File: src/rtl/serial_add_pkg.sv
// Shared types and constants for the bit-serial addition controller.
package serial_add_pkg;

    typedef enum logic [1:0] {
        IDLE  = 2'd0,
        SHIFT = 2'd1,
        DONE  = 2'd2
    } state_t;

    localparam int DEFAULT_WIDTH = 8;

    // Bit counter only has to reach WIDTH-1, since terminal count always leaves SHIFT.
    function automatic int cnt_width(input int w);
        return $clog2(w);
    endfunction

endpackage

File: src/rtl/serial_bit_adder.sv
// One-bit full adder with its carry flop; carry is loaded from cin when an
// addition is accepted and advanced on every enabled shift cycle.
module serial_bit_adder (
    input  logic clk,
    input  logic reset,
    input  logic load,
    input  logic cin,
    input  logic en,
    input  logic a,
    input  logic b,
    output logic s,
    output logic carry,
    output logic carry_out
);

    logic carry_q;

    assign s         = a ^ b ^ carry_q;
    assign carry_out = (a & b) | (a & carry_q) | (b & carry_q);
    assign carry     = carry_q;

    always_ff @(posedge clk or posedge reset) begin
        if (reset) begin
            carry_q <= 1'b0;
        end else if (load) begin
            carry_q <= cin;
        end else if (en) begin
            carry_q <= carry_out;
        end
    end

endmodule

File: src/rtl/serial_add_ctrl.sv
// Bit-serial addition controller: sequences operands LSB-first through
// serial_bit_adder and returns a registered parallel sum. Optional signed
// overflow flag is built when SERIAL_ADD_OVF_EN is defined.
//
// state | meaning
// IDLE  | ready for a new start; abort ignored
// SHIFT | one operand bit per edge; abort returns to IDLE
// DONE  | one-cycle done pulse, then back to IDLE
module serial_add_ctrl
    import serial_add_pkg::*;
#(
    parameter int WIDTH = DEFAULT_WIDTH
) (
    input  logic             clk,
    input  logic             reset,
    input  logic             start,
    input  logic             abort,
    input  logic [WIDTH-1:0] op_a,
    input  logic [WIDTH-1:0] op_b,
    input  logic             cin,
    output logic             ready,
    output logic             busy,
    output logic             done,
    output logic [WIDTH-1:0] sum,
    output logic             cout,
    output logic             ovf
);

    localparam int            CW   = cnt_width(WIDTH);
    localparam logic [CW-1:0] LAST = CW'(WIDTH - 1);

    state_t           state, state_nxt;
    logic             load, step, last;
    logic [WIDTH-1:0] a_sr, b_sr;
    logic [WIDTH-2:0] sum_sr;
    logic [WIDTH-1:0] sum_full;
    logic [CW-1:0]    cnt;
    logic             bit_s, carry_q, carry_nxt;

    serial_bit_adder u_bit_adder (
        .clk       (clk),
        .reset     (reset),
        .load      (load),
        .cin       (cin),
        .en        (step),
        .a         (a_sr[0]),
        .b         (b_sr[0]),
        .s         (bit_s),
        .carry     (carry_q),
        .carry_out (carry_nxt)
    );

    always_ff @(posedge clk or posedge reset) begin
        if (reset) begin
            state <= IDLE;
        end else begin
            state <= state_nxt;
        end
    end

    always_comb begin
        state_nxt = state;
        load      = 1'b0;
        step      = 1'b0;
        last      = 1'b0;
        ready     = 1'b0;
        busy      = 1'b0;
        done      = 1'b0;
        case (state)
            IDLE: begin
                ready = 1'b1;
                if (start) begin
                    load      = 1'b1;
                    state_nxt = SHIFT;
                end
            end
            SHIFT: begin
                busy = 1'b1;
                if (abort) begin
                    state_nxt = IDLE;
                end else begin
                    step = 1'b1;
                    if (cnt == LAST) begin
                        last      = 1'b1;
                        state_nxt = DONE;
                    end
                end
            end
            DONE: begin
                done      = 1'b1;
                state_nxt = IDLE;
            end
            default: state_nxt = IDLE;
        endcase
    end

    // The new sum bit enters at the MSB; after WIDTH shifts this is the full result.
    assign sum_full = {bit_s, sum_sr};

    always_ff @(posedge clk or posedge reset) begin
        if (reset) begin
            a_sr   <= '0;
            b_sr   <= '0;
            sum_sr <= '0;
            cnt    <= '0;
            sum    <= '0;
            cout   <= 1'b0;
        end else begin
            if (load) begin
                a_sr <= op_a;
                b_sr <= op_b;
                cnt  <= '0;
            end else if (step) begin
                a_sr   <= a_sr >> 1;
                b_sr   <= b_sr >> 1;
                sum_sr <= sum_full[WIDTH-1:1];
                if (!last) begin
                    cnt <= cnt + CW'(1);
                end
            end
            if (last) begin
                sum  <= sum_full;
                cout <= carry_nxt;
            end
        end
    end

`ifdef SERIAL_ADD_OVF_EN
    logic ovf_q;

    // On the final bit the carry flop holds the carry into the MSB.
    always_ff @(posedge clk or posedge reset) begin
        if (reset) begin
            ovf_q <= 1'b0;
        end else if (last) begin
            ovf_q <= carry_q ^ carry_nxt;
        end
    end

    assign ovf = ovf_q;
`else
    logic unused_carry;
    assign unused_carry = carry_q;
    assign ovf          = 1'b0;
`endif

endmodule

File: config.mk
export PLATFORM = sky130hd
export DESIGN_NAME = serial_add_ctrl
export DESIGN_NICKNAME = d
export VERILOG_FILES = /design/src/rtl/serial_add_pkg.sv /design/src/rtl/serial_bit_adder.sv /design/src/rtl/serial_add_ctrl.sv
export SDC_FILE = /design/constraint.sdc
export NUM_CORES = 1
export LEC_CHECK = 0
export CAP_MARGIN = 10
export CORE_MARGIN = 5
export CORE_UTILIZATION = 35
export DETAILED_ROUTE_END_ITERATION = 10
export PLACE_DENSITY = 0.7
export SLEW_MARGIN = 20
export SYNTH_ARGS = -nofsm -noshare
export SYNTH_HDL_FRONTEND = slang
export SYNTH_HIERARCHICAL = 1
export SYNTH_SLANG_ARGS = --single-unit
File: constraint.sdc
create_clock -name clk -period 1.55 [get_ports clk]
set_input_delay 0.2325 -clock clk [delete_from_list [all_inputs] [get_ports clk]]
set_output_delay 0.2325 -clock clk [all_outputs]
set_load 0.01 [all_outputs]
# Yosys cells after proc, flatten, opt, wreduce, memory -nomap -nowiden
# Index checks and enable logic that the tools add are counted.
[classes]
n_addsub = 1
eq_ne = 6
muxes = 23
bitwise = 8
n_reduce_logical = 5
[ops]
columns = ["operator", "n"]
rows = [
  ["$mux 8", 4],
  ["$mux 1", 12],
  ["$mux 3", 3],
  ["$mux 2", 3],
  ["$reduce_and 2->1", 3],
  ["$ne 2x2->1 const B", 2],
  ["$pmux 2 s2", 1],
  ["$add 3x1->3 const B", 1],
  ["$and 1x1->1", 3],
  ["$eq 3x3->1 const B", 1],
  ["$ne 3x3->1 const B", 1],
  ["$eq 2x1->1 const B", 1],
  ["$eq 2x2->1 const B", 1],
  ["$logic_not 2->1", 1],
  ["$or 1x1->1", 2],
  ["$reduce_bool 2->1", 1],
  ["$xor 1x1->1", 2],
  ["$not 1->1", 1],
]
[word_totals]
register_bits = 38
out_inout_bits = 13

# Depth between registers and ports, before layout
[depth]
word_depth = 7
ltp_mapped = 6
ltp_nobuf = 5

# Modules after synthesis
# The synthesis kept the hierarchy.
[by_module_without_submodules]
columns = ["module", "instances", "cells_each", "area_per_inst_um2", "seq_area_each_um2"]
rows = [
  ["serial_add_ctrl", 1, 125, 1582.8, 925.9],
  ["serial_bit_adder", 1, 6, 67.6, 25.0],
]

# Worst setup path after synthesis
# No wires, ideal clock.
[synth_timing]
path_type = "register -> register"
from = "register cnt[0]"
to = "register cnt[0]"
arrival_time_ps = 1585
path_slack_ps = -159
path_stages_with_launch = 6
path_buffers = 0
synth_period_minus_slack_ps = 1709
path_cell_list = "dfrtp_1 > ha_1 > ha_1 > nor4b_1 > nor2_1 > mux2_2"
[synth_between]
elab_chain_len = 6
elab_cells_between_ends = 10
classes_between = "add/sub: 1; eq/ne: 2; mux: 6; reduce/logical: 1"
[synth_lines]
columns = ["element", "line_no", "rtl"]
rows = [
  ["start, declared", "serial_add_ctrl.sv:37", "logic [CW-1:0] cnt;"],
  ["start signal, assigned", "serial_add_ctrl.sv:118", "cnt <= cnt + CW'(1);"],
  ["$eq 3x3->1", "serial_add_ctrl.sv:83", "if (cnt == LAST) begin"],
  ["$mux 1", "serial_add_ctrl.sv:83", ""],
  ["$mux 1", "serial_add_ctrl.sv:79", "if (abort) begin"],
  ["$mux 1", "serial_add_ctrl.sv:69", "case (state)"],
  ["$ne 2x2->1 (no source line)", "n/a", ""],
  ["$reduce_and 2->1 (no source line)", "n/a", ""],
]
# Several ways; a longest one is shown, not always the timed one. The select of a mux whose other input is x is not followed.
# A chain may end at the register's enable or synchronous reset.

# Final worst setup path
[layout_timing]
from = "register cnt[0]"
to = "register sum[7]"
[layout_between]
elab_chain_len = 4
[layout_lines]
columns = ["element", "line_no", "rtl"]
rows = [
  ["$eq 3x3->1", "serial_add_ctrl.sv:83", ""],
  ["$mux 1", "serial_add_ctrl.sv:83", ""],
  ["$mux 1", "serial_add_ctrl.sv:79", ""],
  ["$mux 1", "serial_add_ctrl.sv:69", ""],
  ["end signal, assigned", "serial_add_ctrl.sv:122", "sum <= sum_full;"],
  ["end, declared", "serial_add_ctrl.sv:24", "output logic [WIDTH-1:0] sum,"],
]
# No other way between the ends.

==> impl_metrics.yaml <==
drt:
  ant_nets: 0
  wl_per_cell_um: 14.7
  top_layer: "met4"
  drc: 0
  vias_per_cell: 4.93
  wl_met1_um: 1490
  routed-wl-met3_um: 172
  firstDrtPassIters: 4
  drt_iter0_drc: 31
  vias: 1123
  routed_wl_um: 3350
  wl_met2_um: 1670
floorplan:
  rows: 25
  initial_core_util_pct: 35.4
  fp.dieW_um: 78.7
  core_um2: 4660
  die_area_um2: 6190
  io-pin-count: 34
  die_h_um: 78.7
yosys:
  syn_nets: 155
  ys_ff_latch: 38
  synth_seq_area_share_pct: 57.6
  avgSynthCellArea_um2: 12.6
  syn-cell-area_um2: 1650
  yosys_warnings: 6
  synth_cells: 131
  yosysUniqueCellTypes: 27
power:
  ir_drop_mv: 0.344
  p_total_uw: 2740
  powerDensity_nw_per_um2: 1230
  p_leak_uw: 0.00113
clocking:
  htree_num_levels: 2
  cts_buffers: 5
  clockRootBuffer: "clkbuf_8"
  clock_sinks: 38
  cts_tree: "yes"
  clkSlewWorstSetupHoldPaths_ns: 0.07
  clock_path_buffers: 2
  clock_latency_ns: 0.28
critical_path:
  path_class: "reg2reg"
  regToRegSetupSlack_ns: 0.05
  start_kind: "flop"
  crit_required_ns: 1.71
  r2r_start: "cnt[0]$_DFFE_PP0P_"
  end_kind: "flop"
  ff2ff_path_depth: 5
  worst-path-max-fanout: 5
  arrival_ns: 1.67
  reg2reg_to: "sum[7]$_DFFE_PP0P_"
final_layout:
  instances_no_fill: 228
  syn_to_final_growth_pct: 34.4
  fin_area_um2: 2220
  drive_above_1_share_pct: 21.8
  diodes: 0
  nNetsFinal: 199
sta:
  fmax_ghz: 0.665
  finalSetupViolations: 0
  drv_slew: 0
  min_period_over_period_pct: 97.1
  fin_crit_ns: 1.50
  finalClockSkew_ns: 0.00407
  whs_ns: 0.114
  hold_viol_final: 0
  finalSetupTns_ns: 0
  rsz0062_at_grt: "false"
global_route:
  gr-total-overflow: 0
  antenna_found_initial: 0
  grt_max_degree: 38
  grt_first_pass_wirelength_um: 5790
  grt_pass1_vias: 1184
  track_usage_pct: 12.2
run_status:
  run_status: "finished clean"
placement:
  place_area_um2: 2080
  port_buffers: 32
  post-place-cells: 221
  hpwl_um: 2400
  gp_congestion: 0.766
min_path:
  hp-class: "in2async"
flow_run:
  drv_cap: 0
## cell families (layout without fill, tap and decap cells)
group	Yosys count	count (layout)	synth area share, %
AND/OR/NAND/NOR	33	34	8.80
adder cells (fa/ha/maj)	3	3	2.73
flip-flops	38	38	57.6
AO/OA/AOI/OAI	33	33	15.9
multiplexers	11	11	9.48
buffers and inverters	12	54	5.23
other	1	1	0.227
## cells in the final DEF (no fill, tap or decap), types with 2 or more instances in the layout
cell type         n
dfrtp_1          38
nand2_1          25
clkbuf_8          6
a21oi_1           2
nor2_2            2
mux2_4            9
a2bb2oi_1         2
dlygate4sd2_1     3
a22o_1           16
a21o_1           12
clkdlybuf4s50_1  28
and2_4            2
buf_4             9
inv_1             3
buf_12            2
## cell usage after synthesis
library cell | n | share of area (%)
dfrtp_1 | 38 | 58
nand2_1 | 25 | 5.7
a22o_1 | 16 | 8.5
a21o_1 | 12 | 5.5
mux2_4 | 9 | 8.2
buf_4 | 3 | 1.4
inv_1 | 3 | 0.68
nor2_1 | 3 | 0.68
a21oi_1 | 2 | 0.61
a2bb2oi_1 | 2 | 1.1
ha_1 | 2 | 1.5
and2_4 | 1 | 0.53
and2b_1 | 1 | 0.46
buf_12 | 1 | 1.2
buf_2 | 1 | 0.30
buf_6 | 1 | 0.68
clkbuf_1 | 1 | 0.23
clkinv_1 | 1 | 0.23
conb_1 | 1 | 0.23
fa_1 | 1 | 1.2
inv_6 | 1 | 0.53
mux2_2 | 1 | 0.68
mux2i_1 | 1 | 0.61
nor2b_1 | 1 | 0.38
nor4b_1 | 1 | 0.53
o21ai_1 | 1 | 0.30
or3b_1 | 1 | 0.53
## where the power goes
part           internal (uW)  switching, uW
logic                    375            286
registers               1250            181
clock network            343            305
## through the flow
stage | setup WS (ns) | util, %
2_1_floorplan | -0.0873 | -
3_3_place_gp | -0.338 | 44.6
3_5_place_dp | -0.406 | 44.6
4_1_cts | 0.00659 | 47.1
5_1_grt | 0.00439 | 47.6
6_report | 0.0454 | 47.6
## state kept, by name, summed over array words and instances, names as in the netlist
register and count:
state 2, cnt 3, cout 1, sum_sr 7
sum 8, u_bit_adder/carry 1, b_sr 8, a_sr 8
## critical path, cell delays in order, from the launching register on
cell and delay [ns]:
dfrtp_1 0.40, ha_2 0.21, ha_4 0.16, buf_4 0.13, and2_4 0.19, mux2_4 0.30
## cell type report
cell class,instances,area (um2)
multi-input combinational,82,667
inverter,5,23.8
sequential,38,951
fill,410,2440
timing repair buffer,43,427
tap,54,67.6
clock buffer,6,82.6
## routing by layer
layer	track usage, %	up-vias
met4	4.20	0
met1	15.4	551
met3	4.82	2
met5	0	-
li1	-	534
met2	19.1	36
## what timing repair did
| item | in CTS | in global routing |
|---|---|---|
| pin swaps | 2 | 2 |
| hold endpoints to repair | 0 | 0 |
| endpoints found under the setup margin | 29 | 19 |
| cloned | 1 | 0 |
| buffers inserted | 0 | 0 |
| gates resized for setup | 11 | 8 |
| hold buffers | 0 | 0 |
## worst max-delay path by stage
stage	from	end	slack, ns	cells after the start
4_1_cts	cnt[0]$_DFFE_PP0P_	cnt[0]$_DFFE_PP0P_	0.007	5
5_1_grt	state[1]$_DFFE_PP0P_	sum[7]$_DFFE_PP0P_	0.004	4
2_1_floorplan	state[1]$_DFFE_PP0P_	cout$_DFFE_PP0P_	-0.09	6
3_3_place_gp	abort	b_sr[7]$_DFFE_PP0P_	-0.34	5
6_report	cnt[0]$_DFFE_PP0P_	sum[7]$_DFFE_PP0P_	0.05	5
3_5_place_dp	abort	b_sr[7]$_DFFE_PP0P_	-0.41	5
No activity file was read; power rests on OpenSTA's default activity.
